--- src/rtl/screen_line_fetcher.sv ---
// Shares one RAM port between the CPU (always wins) and a screen-row prefetcher into a back/front buffer pair.
// Word k of a row is issued in cycle k+1 after line_start and captured one cycle later; each cpu_req cycle delays the fetch by one cycle.
module screen_line_fetcher #(
  parameter int DATA_WIDTH    = 16,
  parameter int ADDR_WIDTH    = 9,
  parameter int WORDS_PER_ROW = 2,
  parameter int SCREEN_BASE   = 0,
  parameter int ROW_WIDTH     = 5
) (
  input  logic                  CLK_50,
  input  logic                  resetN,
  input  logic                  cpu_req,
  input  logic                  cpu_we,
  input  logic [ADDR_WIDTH-1:0] cpu_addr,
  input  logic [DATA_WIDTH-1:0] cpu_wdata,
  output logic [DATA_WIDTH-1:0] cpu_rdata,
  output logic [ADDR_WIDTH-1:0] ram_addr,
  output logic                  ram_we,
  output logic [DATA_WIDTH-1:0] ram_wdata,
  input  logic [DATA_WIDTH-1:0] ram_rdata,
  input  logic                  line_start,
  input  logic [ROW_WIDTH-1:0]  row,
  input  logic [4:0]            buf_idx,
  output logic [DATA_WIDTH-1:0] buf_rdata,
  output logic                  busy,
  output logic                  done,
  output logic                  overrun
);

  localparam int CW = $clog2(WORDS_PER_ROW + 1);
  localparam logic [CW-1:0] NWORDS   = CW'(WORDS_PER_ROW);
  localparam logic [CW-1:0] LAST_IDX = CW'(WORDS_PER_ROW - 1);

  typedef enum logic {ST_IDLE, ST_FETCH} state_t;

  state_t                state_q, state_d;
  logic [ROW_WIDTH-1:0]  row_q, row_d;
  logic [CW-1:0]         issue_cnt_q, issue_cnt_d;
  logic [CW-1:0]         cap_cnt_q, cap_cnt_d;
  logic                  pending_q, pending_d;
  logic                  back_valid_q, back_valid_d;
  logic                  overrun_q, overrun_d;
  logic [DATA_WIDTH-1:0] back_q  [WORDS_PER_ROW];
  logic [DATA_WIDTH-1:0] back_d  [WORDS_PER_ROW];
  logic [DATA_WIDTH-1:0] front_q [WORDS_PER_ROW];
  logic [DATA_WIDTH-1:0] front_d [WORDS_PER_ROW];

  logic                  fetch_issue;
  logic                  final_cap;
  logic [ADDR_WIDTH-1:0] fetch_addr;

  // Each term is truncated to ADDR_WIDTH so the sum wraps modulo 2**ADDR_WIDTH.
  assign fetch_addr = ADDR_WIDTH'(SCREEN_BASE)
                    + ADDR_WIDTH'(row_q * WORDS_PER_ROW)
                    + ADDR_WIDTH'(issue_cnt_q);

  assign final_cap = pending_q && (cap_cnt_q == LAST_IDX);
  assign busy      = (state_q == ST_FETCH);
  assign done      = final_cap;
  assign overrun   = overrun_q;
  assign cpu_rdata = ram_rdata;

  always_comb begin
    fetch_issue = 1'b0;
    ram_addr    = '0;
    ram_we      = 1'b0;
    ram_wdata   = '0;
    if (cpu_req) begin
      ram_addr  = cpu_addr;
      ram_we    = cpu_we & resetN;
      ram_wdata = cpu_wdata;
    end else if ((state_q == ST_FETCH) && (issue_cnt_q < NWORDS)) begin
      fetch_issue = 1'b1;
      ram_addr    = fetch_addr;
    end
  end

  always_comb begin
    state_d      = state_q;
    row_d        = row_q;
    issue_cnt_d  = issue_cnt_q;
    cap_cnt_d    = cap_cnt_q;
    back_valid_d = back_valid_q;
    overrun_d    = overrun_q;
    back_d       = back_q;
    front_d      = front_q;
    // pending tracks only the fetch slot, so CPU read data is never captured.
    pending_d    = fetch_issue;

    if (fetch_issue) begin
      issue_cnt_d = issue_cnt_q + 1'b1;
    end

    if (pending_q) begin
      for (int i = 0; i < WORDS_PER_ROW; i++) begin
        if (cap_cnt_q == CW'(i)) begin
          back_d[i] = ram_rdata;
        end
      end
      cap_cnt_d = cap_cnt_q + 1'b1;
    end

    if (final_cap) begin
      state_d      = ST_IDLE;
      back_valid_d = 1'b1;
    end

    // A row completing in this same cycle is committed before the restart.
    if (line_start) begin
      if (back_valid_d) begin
        front_d      = back_d;
        back_valid_d = 1'b0;
      end
      if ((state_q == ST_FETCH) && !final_cap) begin
        overrun_d = 1'b1;
      end
      row_d       = row;
      issue_cnt_d = '0;
      cap_cnt_d   = '0;
      pending_d   = 1'b0;
      state_d     = ST_FETCH;
    end
  end

  always_ff @(posedge CLK_50) begin
    if (!resetN) begin
      state_q      <= ST_IDLE;
      row_q        <= '0;
      issue_cnt_q  <= '0;
      cap_cnt_q    <= '0;
      pending_q    <= 1'b0;
      back_valid_q <= 1'b0;
      overrun_q    <= 1'b0;
      for (int i = 0; i < WORDS_PER_ROW; i++) begin
        back_q[i]  <= '0;
        front_q[i] <= '0;
      end
    end else begin
      state_q      <= state_d;
      row_q        <= row_d;
      issue_cnt_q  <= issue_cnt_d;
      cap_cnt_q    <= cap_cnt_d;
      pending_q    <= pending_d;
      back_valid_q <= back_valid_d;
      overrun_q    <= overrun_d;
      back_q       <= back_d;
      front_q      <= front_d;
    end
  end

  always_comb begin
    buf_rdata = '0;
    for (int i = 0; i < WORDS_PER_ROW; i++) begin
      if (buf_idx == 5'(i)) begin
        buf_rdata = front_q[i];
      end
    end
  end

endmodule

--- config.mk ---
export PLATFORM = sky130hd
export DESIGN_NAME = screen_line_fetcher
export DESIGN_NICKNAME = d
export VERILOG_FILES = /design/src/rtl/screen_line_fetcher.sv
export SDC_FILE = /design/constraint.sdc
export NUM_CORES = 1
export LEC_CHECK = 0
export CAP_MARGIN = 20
export CORE_MARGIN = 8
export CORE_UTILIZATION = 49
export CTS_CLUSTER_SIZE = 25
export DETAILED_ROUTE_END_ITERATION = 10
export GPL_ROUTABILITY_DRIVEN = 1
export GPL_TIMING_DRIVEN = 0
export PLACE_DENSITY = 0.82
export SYNTH_ARGS = -nofsm -noshare
export SYNTH_HDL_FRONTEND = slang
export SYNTH_SLANG_ARGS = --single-unit
--- constraint.sdc ---
create_clock -name CLK_50 -period 3.42 [get_ports CLK_50]
set_clock_uncertainty 0.1 [all_clocks]
set_input_delay 0.684 -clock CLK_50 [delete_from_list [all_inputs] [get_ports CLK_50]]
set_output_delay 0.684 -clock CLK_50 [all_outputs]
set_load 0.1 [all_outputs]
# Word-level counts from Yosys, hierarchy flattened
# Cells that the tools add are included.
# Widths: inputs -> output; s select.
totals:
  ff_bits: 77
  input_bits: 56
classes:
  n_addsub: 3
  order_cmp: 1
  eq_ne: 2
  mux: 14
  n_bitwise: 2
  n_reduce_logical: 10
ops:
  columns: ["operator", "n"]
  rows:
  - ["$mux 16", 5]
  - ["$mux 32", 1]
  - ["$mux 9", 1]
  - ["$add 6x2->7", 1]
  - ["$mux 7", 1]
  - ["$mux 1", 6]
  - ["$eq 5x1->1 const B", 1]
  - ["$logic_not 5->1", 1]
  - ["$add 2x1->2 const B", 2]
  - ["$reduce_and 2->1", 2]
  - ["$logic_and 1x1->1", 3]
  - ["$eq 2x1->1 const B", 1]
  - ["$logic_not 2->1", 1]
  - ["$lt 2x2->1 const B", 1]
  - ["$reduce_bool 2->1", 1]
  - ["$reduce_or 2->1", 1]
  - ["$and 1x1->1", 1]
  - ["$logic_not 1->1", 1]
  - ["$not 1->1", 1]

# Logic depth before layout (Yosys ltp)
# Gate-level depths: netlist (run 1).
depth:
  word_depth: 5
  mapped_depth: 8

# Worst setup path before layout (run 1)
# Ideal clock, no wire load.
synth_timing:
  kind: "register to output"
  startpoint: "register state_q, in the netlist busy"
  endpoint: "output ram_addr[1]"
  arrival_ps: 2342
  slack_ps: 294
  path_stages_with_launch: 3
  path_buffers: 0
  path_cell_list: "dfxtp_1 > nor3b_2 > a22o_1"
synth_via:
  elab_chain_len: 3
synth_lines:
  columns: ["item", "line", "text"]
  rows:
  - ["start, declared", "36", "state_t state_q, state_d;"]
  - ["start signal, assigned", "139", "state_q <= state_d;"]
  - ["$logic_and 1x1->1", "72", "end else if ((state_q == ST_FETCH) && (issue_cnt_q < NWORDS)) begin"]
  - ["$mux 7", "72", null]
  - ["$mux 9", "68", "if (cpu_req) begin"]
  - ["end, declared", "17", "output logic [ADDR_WIDTH-1:0] ram_addr,"]
# No other way between the ends.

# Final worst setup path (run 1)
layout_timing:
  startpoint: "input buf_idx[3]"
  endpoint: "output buf_rdata[2]"
layout_via:
  elab_chain_len: 3
  elab_cells_between_ends: 4
  classes_between: "1 x eq/ne; 2 x mux; 1 x reduce/logical"
layout_lines:
  columns: ["item", "line", "text"]
  rows:
  - ["start, declared", "23", "input logic [4:0] buf_idx,"]
  - ["$logic_not 5->1", "154", "if (buf_idx == 5'(i)) begin"]
  - ["$mux 16", "154", null]
  - ["$mux 16 (*)", "154", null]
  - ["end, declared", "24", "output logic [DATA_WIDTH-1:0] buf_rdata,"]
# Every way passes the cells marked *; elsewhere a longest branch is shown, timed or not.

==> run metrics, run 1 <==
Die Height=100.6 µm; GRT overflow=0; remaining antenna violation count after routing=0; total wire length=10.06 mm; share of final-layout standard cells stronger than drive strength 1=22.98%; sequential-to-total area share from yosys stat=43.98%; fmax=296.7 MHz; Top Family by Delay on Critical Path=buffers and inverters; number of synthesized flops with an enable pin=0; data required time at the worst endpoint=2640 ps; # diodes=0; max incr delay on CP=580 ps; Total GRT Usage=20.39%; Layout Nets=525; synthesized area per cell=10.31 µm²; class of the tightest hold or removal check=flop to flop; synthesized instance count=340; clock tree from TritonCTS=done; crit path setup slack, layout=49.05 ps; maximum number of buffers from clock root to sink=2; placed wire-length estimate after detailed placement=7.439 mm; worst slack, placed=-724.0 ps; synth warn=0; Num CTS Buffers=9; cell-by-cell trace of the critical path=clkdlybuf4s50_1 -> or4_4 -> nor2_4 -> a22o_1 -> clkdlybuf4s18_2; DRC marker count from the first detailed-route iteration=145; Worst setup EP type=primary output; unrepaired setup endpoints after global routing=false; total design power=2.126 mW; accumulated negative setup slack=0 ps; via count of the first global-routing pass=3097; Final Max Slew Viols=0; wire length of the first global-routing pass=16.03 mm; largest cells by area after synthesis=sky130_fd_sc_hd__dfxtp_1 44%, sky130_fd_sc_hd__mux2i_1 11%, sky130_fd_sc_hd__a211oi_2 11%; library cell with the largest summed area after synthesis=sky130_fd_sc_hd__dfxtp_1; outcome=completed; effective utilization at floorplan=49.37%; post-route clock period utilization=98.57%; share of flip-flops with an asynchronous set or reset after synthesis=0%; standard-cell row count=31; DRC violation count after routing=0; leak pwr=1.970 nW; Worst path slowest cell=sky130_fd_sc_hd__or4_4; Max VDD drop=0.3532 mV; MaxCap Viol Count=0; combined area of all synthesized cells=3505 µm²; net count after synthesis=400; number of fill cells in the layout=568; horizontal die dimension=100.6 µm; worst slew margin relative to its limit=32.87%; die area=10110 µm²; Synth Register Bits=77; Hold Slack=392.9 ps; combined buffer and inverter count along the critical path=2; proportion of netlist area held by the largest area contributor=43.98%; synth-to-layout area growth=41.09%; maximum net fanout on the critical path=7; shortest period the worst path allows=3371 ps; most frequent cell after synthesis=sky130_fd_sc_hd__dfxtp_1; hold violation count in the final report=0; GP Congestion=0.8162; pin count of the biggest net entering global routing=14; number of clock sinks=77; vias post-DR=2938; Floorplan Core Area=7098 µm²; clock slew seen by the registers of the worst setup and hold paths=80 ps; actual transition at the worst max-transition pin=1004 ps; io pins=117; via density per instance=5.163; unique cell type count in the Yosys netlist=31; antenna violations before repair=0; leading post-synthesis cells by instance count=77 x sky130_fd_sc_hd__dfxtp_1, 44 x sky130_fd_sc_hd__nor2_1, 38 x sky130_fd_sc_hd__mux2i_1, 34 x sky130_fd_sc_hd__a21oi_1, 30 x sky130_fd_sc_hd__a211oi_2; number of levels the H-tree was split into=3; Worst-Skew Late Latency=350 ps; worst path arrival time=2590 ps; pwr dens=429.9 nW/µm²; type of the worst setup path=input port to primary output; router iterations before antenna repair=4; hold bufs inserted after CTS=0; Port Buffers=114; Primary FF master, synth=sky130_fd_sc_hd__dfxtp_1; Finish-stage setup viols=0; Critical Path Start Type=input port; CTS Root Cell=sky130_fd_sc_hd__clkbuf_8; Wirelength per Cell=17.68 µm
## cell families after synthesis
group	share of synthesized area, %
mux	10.85
xor+xnor	1.249
fa+ha+maj	1.428
buf+inv	9.068
flops	43.98
simple gates	10.93
compound gates	22.49
## worst paths after layout
kind                             startpoint  cells after the start                 endpoint  slack (ps)
setup / recovery                 buf_idx[3]                      5             buf_rdata[2]          50
hold / removal         overrun$_SDFFE_PN0P_                      2     overrun$_SDFFE_PN0P_         390
setup reg to reg  cap_cnt_q[0]$_SDFFE_PP0P_                      6  front_q[5]$_SDFFE_PN0P_        1560
hold reg to reg        overrun$_SDFFE_PN0P_                      2     overrun$_SDFFE_PN0P_         390
## power breakdown
group	leakage (nW)	switching, mW	internal (mW)
Sequential	0.622	0.00614	0.905
Combinational	1.23	0.295	0.135
Clock	0.116	0.333	0.452
## registers in the layout, indices dropped and copies added (netlist names)
| signal | count |
|---|---|
| front_q | 32 |
| busy | 1 |
| pending_q | 1 |
| overrun | 1 |
| back_q | 32 |
| back_valid_q | 1 |
| row_q | 5 |
| issue_cnt_q | 2 |
| cap_cnt_q | 2 |
## worst reg2reg max path, stage by stage, from the launching register on
cell and delay [ps]:
sky130_fd_sc_hd__dfxtp_1 370, sky130_fd_sc_hd__ha_1 190, sky130_fd_sc_hd__a21o_1 140, sky130_fd_sc_hd__buf_6 120, sky130_fd_sc_hd__clkbuf_1 440, sky130_fd_sc_hd__a21oi_1 190
sky130_fd_sc_hd__a211oi_2 220
## per-layer routing
layer | global-route usage [%] | vias to the layer above | wire length [µm]
li1 | - | 1430 | -
met1 | 22.93 | 1382 | 4115
met2 | 36.77 | 112 | 5051
met3 | 4.558 | 14 | 697
met4 | 7.093 | 0 | 195
met5 | 0 | - | 0
## through the flow
step           utilization [%]  instances  instance area, µm²
3_5_place_dp             67.20        553                4770
3_3_place_gp             67.20        553                4770
4_1_cts                  69.91        569                4962
6_report                 69.66        569                4945
2_1_floorplan                -        340                3505
5_1_grt                  69.66        569                4945
## final cells by class
class	instances	area, µm²	share of cell area [%]
well taps	99	123.9	2.505
clock buffers	11	151.4	3.062
repair buffers	114	1084	21.91
clock inverters	5	81.33	1.645
flip-flops and latches	77	1541	31.17
plain buffers	44	299.0	6.048
multi-input cells	214	1645	33.27
inverters	5	18.77	0.3796
## cells in the final DEF, fill, tap and decap left out, drive strengths merged, types with 2 or more instances in the layout
cell | synthesis | layout
a21oi | 34 | 34
and2 | 19 | 19
ha | 4 | 4
clkbuf | 16 | 29
xnor2 | 4 | 4
bufinv | 0 | 2
nor2 | 46 | 46
buf | 28 | 41
clkdlybuf4s50 | 0 | 89
inv | 5 | 6
nor3b | 2 | 2
nand2 | 3 | 3
dlygate4sd2 | 0 | 8
a211oi | 32 | 32
nand3 | 2 | 2
dfxtp | 77 | 77
mux2i | 38 | 38
a22o | 23 | 23
## what timing repair did
action                                  CTS  global route
endpoints found under the setup margin   24             8
gates resized for setup                  87            11
setup buffers                             0             0
Note: power is estimated with default switching activity, not from simulation.
==> run 2, diff against run 1 <==
--- a/config.mk
+++ b/config.mk
@@ -5,14 +5,15 @@
 export SDC_FILE = /design/constraint.sdc
 export NUM_CORES = 1
 export LEC_CHECK = 0
+export ABC_AREA = 1
 export CAP_MARGIN = 20
 export CORE_MARGIN = 8
-export CORE_UTILIZATION = 49
+export CORE_UTILIZATION = 51
 export CTS_CLUSTER_SIZE = 25
 export DETAILED_ROUTE_END_ITERATION = 10
 export GPL_ROUTABILITY_DRIVEN = 1
 export GPL_TIMING_DRIVEN = 0
-export PLACE_DENSITY = 0.82
+export PLACE_DENSITY = 0.83
 export SYNTH_ARGS = -nofsm -noshare
 export SYNTH_HDL_FRONTEND = slang
 export SYNTH_SLANG_ARGS = --single-unit
==> run 2 against run 1 <==
Against the previous run:
- sequential cell count unchanged
- critical path depth unchanged
- critical path type is now flop to primary output
- hold slack got worse by 16 ps
- via count increased by 35%
- register-to-register slack improved by 30 ps
==> run metrics, run 2 <==
Top Family by Delay on Critical Path=buffers and inverters (unchanged); synth-to-layout area growth=38.51% (was 41.09%); fmax=301.9 MHz (was 296.7 MHz); total design power=1.991 mW (was 2.126 mW); number of fill cells in the layout=615 (was 568); vias post-DR=3966 (was 2938); CTS Root Cell=sky130_fd_sc_hd__clkbuf_8 (unchanged); effective utilization at floorplan=52.38% (was 49.37%); Die Height=102.1 µm (was 100.6 µm); Critical Path Start Type=flop (was input port); share of flip-flops with an asynchronous set or reset after synthesis=0% (unchanged); source of the worst hold timing path=overrun$_SDFFE_PN0P_ (unchanged); clock slew seen by the registers of the worst setup and hold paths=70 ps (was 80 ps); Worst setup EP type=primary output (unchanged); via density per instance=4.796 (was 5.163); Worst-Skew Late Latency=350 ps (about the same); max incr delay on CP=1150 ps (was 580 ps); number of clock sinks=77 (unchanged); maximum number of buffers from clock root to sink=2 (unchanged); clock tree from TritonCTS=done (unchanged); path depth of the worst reg2reg path=10 (was 6); worst slack, placed=-763.4 ps (was -724.0 ps); actual transition at the worst max-transition pin=1008 ps (was 1004 ps); number of synthesized flops with an enable pin=0 (unchanged); worst slew margin relative to its limit=32.56% (was 32.87%); R2R Setup Slk=1590 ps (was 1560 ps); source of the worst register-to-register timing path=cap_cnt_q[0]$_SDFFE_PP0P_ (unchanged); post-route clock period utilization=96.86% (was 98.57%); Final Max Slew Viols=0 (unchanged); hold violation count in the final report=0 (unchanged); die area=10420 µm² (was 10110 µm²); synth warn=0 (unchanged); remaining antenna violation count after routing=0 (unchanged); endpoint of the worst register-to-register path=front_q[23]$_SDFFE_PN0P_ (was front_q[5]$_SDFFE_PN0P_); Port Buffers=115 (was 114); GP Congestion=0.8378 (was 0.8162); unrepaired setup endpoints after global routing=false (unchanged); count of buffers added by post-CTS timing repair for setup=0 (unchanged); critical path's most frequent cell=sky130_fd_sc_hd__ha_1; Wirelength per Cell=13.22 µm (was 17.68 µm); sequential-to-total area share from yosys stat=40.79% (was 43.98%); synthesized area per cell=6.329 µm² (was 10.31 µm²); Num CTS Buffers=9 (unchanged); standard-cell row count=31 (unchanged); Total GRT Usage=21.80% (was 20.39%); DRC marker count from the first detailed-route iteration=236 (was 145); leading post-synthesis cells by instance count=171 x sky130_fd_sc_hd__nand2_1, 108 x sky130_fd_sc_hd__nor2_1, 95 x sky130_fd_sc_hd__inv_1, 77 x sky130_fd_sc_hd__dfxtp_1, 37 x sky130_fd_sc_hd__nand3_1 (was 77 x sky130_fd_sc_hd__dfxtp_1, 44 x sky130_fd_sc_hd__nor2_1, 38 x sky130_fd_sc_hd__mux2i_1, 34 x sky130_fd_sc_hd__a21oi_1, 30 x sky130_fd_sc_hd__a211oi_2); Worst path slowest cell=sky130_fd_sc_hd__clkdlybuf4s50_1 (was sky130_fd_sc_hd__or4_4); io pins=117 (unchanged); share of final-layout standard cells stronger than drive strength 1=10.99% (was 22.98%); shortest period the worst path allows=3313 ps (was 3371 ps); Floorplan Core Area=7214 µm² (was 7098 µm²); pwr dens=380.4 nW/µm² (was 429.9 nW/µm²); data required time at the worst endpoint=2640 ps (about the same); commonest non-fill, non-tap cell in the layout=sky130_fd_sc_hd__nand2_1 (was sky130_fd_sc_hd__clkdlybuf4s50_1); unique cell type count in the Yosys netlist=23 (was 31); proportion of netlist area held by the largest area contributor=40.79% (was 43.98%); combined area of all synthesized cells=3779 µm² (was 3505 µm²); leading cell types in the layout, fill and taps excluded=171 x sky130_fd_sc_hd__nand2_1, 108 x sky130_fd_sc_hd__nor2_1, 95 x sky130_fd_sc_hd__inv_1 (was 89 x sky130_fd_sc_hd__clkdlybuf4s50_1, 77 x sky130_fd_sc_hd__dfxtp_1, 44 x sky130_fd_sc_hd__nor2_1); router iterations before antenna repair=5 (was 4); net count after synthesis=657 (was 400); Layout Nets=783 (was 525); total wire length=10.94 mm (was 10.06 mm); Largest regs=back_q x32, front_q x32, row_q x5 (unchanged); library cell with the largest summed area after synthesis=sky130_fd_sc_hd__dfxtp_1 (unchanged); Finish-stage setup viols=0 (unchanged); worst path arrival time=2530 ps (was 2590 ps); via count of the first global-routing pass=3996 (was 3097); crit path setup slack, layout=107.5 ps (was 49.05 ps); capture endpoint of the worst hold path=overrun$_SDFFE_PN0P_ (unchanged); MaxCap Viol Count=0 (unchanged); most frequent cell after synthesis=sky130_fd_sc_hd__nand2_1 (was sky130_fd_sc_hd__dfxtp_1); Max VDD drop=0.2169 mV (was 0.3532 mV); Primary FF master, synth=sky130_fd_sc_hd__dfxtp_1 (unchanged); pin count of the biggest net entering global routing=13 (was 14); leak pwr=2.532 nW (was 1.970 nW); DRC violation count after routing=0 (unchanged); GRT overflow=0 (unchanged); antenna violations before repair=0 (unchanged); synthesized instance count=597 (was 340); # diodes=0 (unchanged); combined buffer and inverter count along the critical path=1 (was 2); outcome=completed (unchanged); maximum net fanout on the critical path=3 (was 7); largest cells by area after synthesis=sky130_fd_sc_hd__dfxtp_1 41%, sky130_fd_sc_hd__nand2_1 17%, sky130_fd_sc_hd__nor2_1 11% (was sky130_fd_sc_hd__dfxtp_1 44%, sky130_fd_sc_hd__mux2i_1 11%, sky130_fd_sc_hd__a211oi_2 11%); class of the tightest hold or removal check=flop to flop (unchanged); type of the worst setup path=flop to primary output (was input port to primary output); cell depth of the worst min-delay path=1 (was 2); horizontal die dimension=102.1 µm (was 100.6 µm); wire length of the first global-routing pass=18.06 mm (was 16.03 mm); number of levels the H-tree was split into=3 (unchanged); placed wire-length estimate after detailed placement=8.713 mm (was 7.439 mm); Synth Register Bits=77 (unchanged); cell-by-cell trace of the critical path=ha_1 -> ha_1 -> xnor2_1 -> o21ai_1 -> clkdlybuf4s50_1 (was clkdlybuf4s50_1 -> or4_4 -> nor2_4 -> a22o_1 -> clkdlybuf4s18_2)
## run 2: stage by stage
step / hold WS, ps / utilization (%) / setup TNS, ps / area [µm²] / std cells
2_1_floorplan: 355.0 / - / -3680 / 3820 / 597
3_3_place_gp: 351.9 / 70.62 / -9162 / 5095 / 811
3_5_place_dp: 360.7 / 70.62 / -11050 / 5095 / 811
4_1_cts: 382.7 / 72.46 / 0 / 5228 / 827
5_1_grt: 406.5 / 72.55 / 0 / 5234 / 827
6_report: 377.1 / 72.55 / 0 / 5234 / 827
## run 2: worst max-delay path by stage
stage	from	endpoint	slack, ps	depth (start not counted)
6_report	row_q[0]$_SDFFE_PN0P_	ram_addr[3]	110	5
5_1_grt	cpu_req	ram_wdata[3]	50	5
4_1_cts	cpu_req	ram_wdata[0]	0.9	5
3_5_place_dp	buf_idx[1]	buf_rdata[6]	-760	6
3_3_place_gp	buf_idx[3]	buf_rdata[10]	-670	6
2_1_floorplan	buf_idx[3]	buf_rdata[0]	-590	3
## run 2: routing by layer
layer  global-route usage, %  share of wire (%)  vias up
met5                       0                  0        -
met4                   7.675                2.5        0
met3                   7.629                9.8       24
met2                   39.08                 48      159
met1                   23.03                 40     1747
li1                        -                  -     2036
## run 2: cell families (layout without fill, tap and decap cells)
family,Yosys count,in the layout,synth area share [%]
and+or+nand+nor,337,337,36.09
buffers and inverters,144,275,16.69
DFF,77,77,40.79
AOI/OAI and AO/OA,34,34,4.868
adders and majority gates,4,4,1.325
xor gates and xnor gates,1,1,0.2318
## run 2: layout make-up
type	count	area (µm²)	area share (%)
Multi-Input combinational cell	376	1648	31.48
Sequential cell	77	1541	29.45
Timing Repair Buffer	115	1111	21.23
Inverter	97	364.1	6.957
Buffer	47	267.8	5.116
Clock buffer	12	155.1	2.964
Tap cell	99	123.9	2.367
Clock inverter	4	22.52	0.4303
## run 2: power breakdown
group	switching [mW]	internal (mW)	total (mW)
logic	0.321	0.131	0.452
clock network	0.324	0.300	0.624
registers	0.00690	0.908	0.915
total	0.652	1.34	1.99
## run 2: worst reg2reg max path, delay by kind of cell (launching register included)
family | cells | cell delay [ps]
and+or+nand+nor | 6 | 610
DFF | 1 | 330
buffers and inverters | 3 | 510
adders and majority gates | 1 | 190
## run 2: timing repair
action	4_1_cts	5_1_grt
hold endpoints to repair	0	0
setup endpoints to repair	40	12
gates cloned	0	0
resized for setup	110	4
hold buffers	0	0
pin swaps	0	0
